## src/rtl/bmux_16.sv

```systemverilog
// 16-way WIDTH-bit bus multiplexer with a registered copy of the selected word.
// r is purely combinational; r_q captures r on enabled rising edges.
module bmux_16 #(
  parameter int WIDTH = 16
) (
  input  logic             clk,
  input  logic             rst_n,
  input  logic             en,
  input  logic [3:0]       s,
  input  logic [WIDTH-1:0] A,
  input  logic [WIDTH-1:0] B,
  input  logic [WIDTH-1:0] C,
  input  logic [WIDTH-1:0] D,
  input  logic [WIDTH-1:0] E,
  input  logic [WIDTH-1:0] F,
  input  logic [WIDTH-1:0] G,
  input  logic [WIDTH-1:0] H,
  input  logic [WIDTH-1:0] I,
  input  logic [WIDTH-1:0] J,
  input  logic [WIDTH-1:0] K,
  input  logic [WIDTH-1:0] L,
  input  logic [WIDTH-1:0] M,
  input  logic [WIDTH-1:0] N,
  input  logic [WIDTH-1:0] O,
  input  logic [WIDTH-1:0] P,
  output logic [WIDTH-1:0] r,
  output logic [WIDTH-1:0] r_q
);

  // All 16 codes are decoded, so the leading default only keeps the block latch-free.
  always_comb begin
    r = A;
    case (s)
      4'd0:  r = A;
      4'd1:  r = B;
      4'd2:  r = C;
      4'd3:  r = D;
      4'd4:  r = E;
      4'd5:  r = F;
      4'd6:  r = G;
      4'd7:  r = H;
      4'd8:  r = I;
      4'd9:  r = J;
      4'd10: r = K;
      4'd11: r = L;
      4'd12: r = M;
      4'd13: r = N;
      4'd14: r = O;
      4'd15: r = P;
    endcase
  end

  always_ff @(posedge clk or negedge rst_n) begin
    if (!rst_n) begin
      r_q <= '0;
    end else if (en) begin
      r_q <= r;
    end
  end

endmodule

```

## config.mk

```make
export PLATFORM = sky130hd
export DESIGN_NAME = bmux_16
export DESIGN_NICKNAME = d
export VERILOG_FILES = /design/src/rtl/bmux_16.sv
export SDC_FILE = /design/constraint.sdc
export NUM_CORES = 1
export LEC_CHECK = 0
export ABC_AREA = 0
export CORE_AREA = 3 3 114 116
export DETAILED_ROUTE_END_ITERATION = 8
export DIE_AREA = 0 0 117 119
export GPL_TIMING_DRIVEN = 0
export MAX_ROUTING_LAYER = met4
export PLACE_DENSITY_LB_ADDON = 0.05
export SYNTH_ARGS = -nofsm -noshare
export SYNTH_HDL_FRONTEND = slang
export SYNTH_SLANG_ARGS = --single-unit
```

## constraint.sdc

```tcl
create_clock -name clk -period 2.55 [get_ports clk]
set_input_delay 0.51 -clock clk [delete_from_list [all_inputs] [get_ports clk]]
set_output_delay 0.51 -clock clk [all_outputs]
set_load 0.1 [all_outputs]
```

* Yosys cells after proc, flatten, opt, wreduce, memory -nomap -nowiden
Cells that the tools add are included.
W data, S select, Z words.
** Storage, ports and cells
- Bits in registers :: 16
- Input bits :: 263
- Word-level logic and storage cells :: 18
** Operators by class
- Multiplexer cells :: 1
- Reduce and logical (&&, ||, !) cells :: 1
- Equal/unequal tests :: 15
** Operator list (count)
- $pmux W16 S16 :: 1
- $eq A4 B4 Y1 const B :: 8
- $eq A4 B3 Y1 const B :: 4
- $eq A4 B2 Y1 const B :: 2
- $eq A4 B1 Y1 const B :: 1
- $logic_not A4 Y1 :: 1

* Logic depth before layout (Yosys ltp)
- Depth after elaboration :: 2
- Depth in mapped cells :: 9
- Gate-level depth less buffers :: 5

* Least setup slack after synthesis
Ideal clock, no wire load.
- Kind :: in2out
- Start point :: input s[2]
- End point :: output r[0]
- Data arrival time :: 3.208 ns
- Data required time :: 2.040 ns
- Buffers on the path :: 3
- Stages :: 6
- Path slack :: -1.168 ns
- Path through :: buf_4 -> buf_4 -> buf_2 -> a2111oi_0 -> a2111oi_2 -> a31oi_1
** Between the ends
- Cells in the longest elaborated chain, start to end :: 2
- Elaborated cells between the ends (all ways) :: 17
- Those cells by class :: 15 x eq/ne; 1 x mux; 1 x reduce/logical
** RTL lines
- start: declaration :: RTL line 9 : input logic [3:0] s,
- $eq A4 B4 Y1 (tied with other cells) :: RTL line 33 : case (s)
- $pmux W16 S16 (*) :: RTL line 33
- end: declaration :: RTL line 26 : output logic [WIDTH-1:0] r,
Mark *: on every way between the ends. The rest lies on a longest branch, timed or not.

* Worst setup path in the final report
- Start point :: input s[0]
- End point :: output r[14]
Same word-level chain as after synthesis.

==> results.yml <==
yosys:
  synth-seq-area-share_pct: 12.5
  synth_top_flop_cell: "dfrtp_1"
  synth.area.top_cells: "dfrtp_1 (13%), a22o_1 (11%), mux2_2 (7.4%), a21oi_1 (6.4%), a22oi_1 (6.3%)"
  yosysWarnings: 0
  syn-num-nets: 668
  syn_area_um2: 3190
  synth-simple-area-share_pct: 22.1
  ys_ff_latch: 16
  synth_top_area_share_pct: 12.5
  avgSynthCellArea_um2: 7.88
  synth_mux_area_share_pct: 8.66
  synth_fa_ha_area_share_pct: 0
  synth_edf_count: 0
  synth-xor-area-share_pct: 0
  synth_top_family_by_area: "compound AO/OA/AOI/OAI gates"
  post-synth-top-count-cell: "a21oi_1"
  syn-instance-count: 405
  synth.distinct_cells: 45
  synth_compound_area_share_pct: 44.7
  synth_commonest_cells: "a21oi_1 (41), a22o_1 (39), a22oi_1 (27), nand3b_1 (27), buf_2 (24)"
  async_reset_ff_share_pct: 100
  synth_area_leader_cell: "dfrtp_1"
routing:
  route.met3.wl_mm: 1.64
  maxUsedRoutingLayer: "met4"
  drtIter0Drc: 308
  drc: 0
  wire_per_inst_um: 24.7
  detail-route-antenna-nets: 0
  wl_met2_mm: 10.7
  wl_met1_mm: 8.64
  viasPerCell: 5.64
  drt-total-wl_mm: 21.5
  vias: 4905
  dr.pass1.iters: 4
placement:
  gp_congestion: 0.857
  dp.cells: 843
  post_dp_cell_area_um2: 6740
  place_ws_ns: -1.93
  dp_hpwl_mm: 16.9
  port_buffers: 291
power:
  pwr-share-comb_pct: 76.2
  p_int_w: 0.00150
  leakage_nw: 2.89
  switching_share_pct: 47.6
  p_clk_share_pct: 12.2
  p_total_w: 0.00286
  power.share.sequential_pct: 11.6
  powerDensity_nw_per_um2: 362
  vdd_drop_max_v: 0.000361
  switchingPower_w: 0.00136
cells_and_area:
  final_nets: 987
  fin_util_pct: 65.9
  drive_gt1_share_pct: 29.6
  finish.instance_area_um2: 7910
  largest_register_ff_count: 16
  reg_top3: "r_q (16)"
  fillers: 994
  stdcell_count: 870
  area_growth_pct: 148
  antenna_cells: 0
  regMostFlops: "r_q"
sta:
  worst_slack_ns: -0.177
  finalMaxSlewViolations: 0
  finClkSkew_ns: 0
  slew_headroom_pct: 31.2
  rsz0062_at_grt: "yes"
  fmax_mhz: 367
  finalCritPeriodShare_pct: 107
  fin_crit_ns: 2.73
  worst-slew-pin-transition_ns: 1.03
  setup_viol: 13
  finalHoldViolations: 0
cts:
  clk_pin_slew_ns: 0.05
  htreeDepth: 1
  cts_buffers: 3
  cts_tree: "yes"
  worstSkewPairLatency_ns: 0.25
  root_buffer: "clkbuf_16"
  cts_buffer_depth: 2
  cts_sinks: 16
die:
  start_util_pct: 26.6
  chipHeight_um: 119
  core_area_um2: 12000
  num_rows: 40
  die_area_um2: 13900
  io_pins: 295
  chipWidth_um: 117
worst_setup_path:
  cp_data_required_time_ns: 2.04
  path_max_fanout: 7
  worst_setup_path_end_kind: "primary output"
  critPathKind: "input pin to primary output"
  worstPathArrival_ns: 2.22
  start_kind: "input pin"
grt:
  grt_usage_pct: 29.3
  antenna_found_initial: 0
  gr-total-overflow: 0
  grt_max_degree: 17
  grt_pass1_wl_mm: 30.0
  first_global_vias: 5091
status:
  violations: "negative setup slack"
  status: "finished, violations left"
run:
  maxCapViolCount: 0
min_path:
  hold_path_class: "flip-flop to flip-flop"
## per-layer routing
metal / vias to the layer above / GRT usage (%)
met3: 30 / 4.42
li1: 2258 / -
met5: - / -
met2: 271 / 50.7
met1: 2346 / 35.5
met4: 0 / 6.74
## power by group through the flow
stage	Sequential, W	Clock (W)	Combinational, W
finish	0.000331	0.000349	0.00218
global route	0.000337	0.000363	0.00224
CTS	0.000331	0.000354	0.00211
detailed placement	0.000334	0	0.00190
global placement	0.000333	0	0.00189
floorplan	0.000705	0	0.000780
## cell families (layout without fill, tap and decap cells)
group,after synthesis,in the layout
AO/OA/AOI/OAI,185,185
buffers and inverters,71,389
flip-flops,16,16
multiplexers,25,25
AND/OR/NAND/NOR,108,108
## metrics by stage
stage                     TNS, ns  hold WS, ns
after floorplan            -0.594        0.214
after global routing        -1.59        0.519
after global placement     -32.15        0.489
final                       -1.02        0.506
after detailed placement   -32.92        0.495
after CTS                   -1.15        0.507
## worst paths after layout
kind | startpoint | end | slack, ns | depth (start not counted)
setup / recovery | s[0] | r[14] | -0.18 | 8
hold / removal | r_q[15]$_DFFE_PN0P_ | r_q[15]$_DFFE_PN0P_ | 0.51 | 1
setup reg to reg | r_q[10]$_DFFE_PN0P_ | r_q[10]$_DFFE_PN0P_ | 1.78 | 1
hold reg to reg | r_q[15]$_DFFE_PN0P_ | r_q[15]$_DFFE_PN0P_ | 0.51 | 1
max in group asynchronous | rst_n | r_q[15]$_DFFE_PN0P_ | 1.30 | 1
min in group asynchronous | rst_n | r_q[10]$_DFFE_PN0P_ | 0.74 | 1
## what timing repair did
item | 4_1_cts | 5_1_grt
gates cloned | 4 | 1
setup endpoints to repair | 32 | 16
buffers inserted | 9 | 10
gates resized for setup | 248 | 48
pin swaps | 24 | 28
hold buffers | 0 | 0
## worst max-delay path, stage by stage
cell and delay, ns:
buf_8 0.10, nor2b_1 0.14, buf_6 0.14, buf_12 0.14, a22o_4 0.26, a2111oi_4 0.54
a31oi_4 0.18, buf_12 0.21
## cells in the final DEF, fill, tap and decap left out, types with 3 or more instances in the layout
master / count
clkdlybuf4s50_1: 270
a22o_1: 35
nand3b_1: 27
a22oi_1: 26
buf_4: 23
buf_12: 22
mux2_2: 20
a21oi_2: 20
buf_6: 19
a21oi_1: 19
inv_1: 18
a2111oi_4: 16
dfrtp_1: 16
a31oi_4: 15
nor2_1: 14
nand4_1: 13
nand2b_1: 13
o22a_1: 12
buf_8: 10
o32ai_4: 9
a31oi_1: 6
clkbuf_2: 5
buf_2: 5
clkbuf_4: 4
mux2i_1: 4
nand3_1: 4
a22o_4: 4
nor2b_1: 3
nand2b_2: 3
nor2b_4: 3
and3b_1: 3
or3b_4: 3
o32ai_2: 3
and3_1: 3
clkbuf_16: 3
dlymetal6s2s_1: 3
## final cells by class
| class | count | area, um^2 | share of cell area (%) |
|---|---|---|---|
| well taps | 147 | 184 | 2.32 |
| flip-flops and latches | 16 | 400 | 5.06 |
| plain buffers | 51 | 514 | 6.50 |
| clock buffers | 4 | 88.8 | 1.12 |
| multi-input cells | 318 | 3320 | 41.9 |
| inverters | 19 | 71.3 | 0.901 |
| repair buffers | 315 | 3340 | 42.2 |
Note: power is estimated with default switching activity, not from simulation.
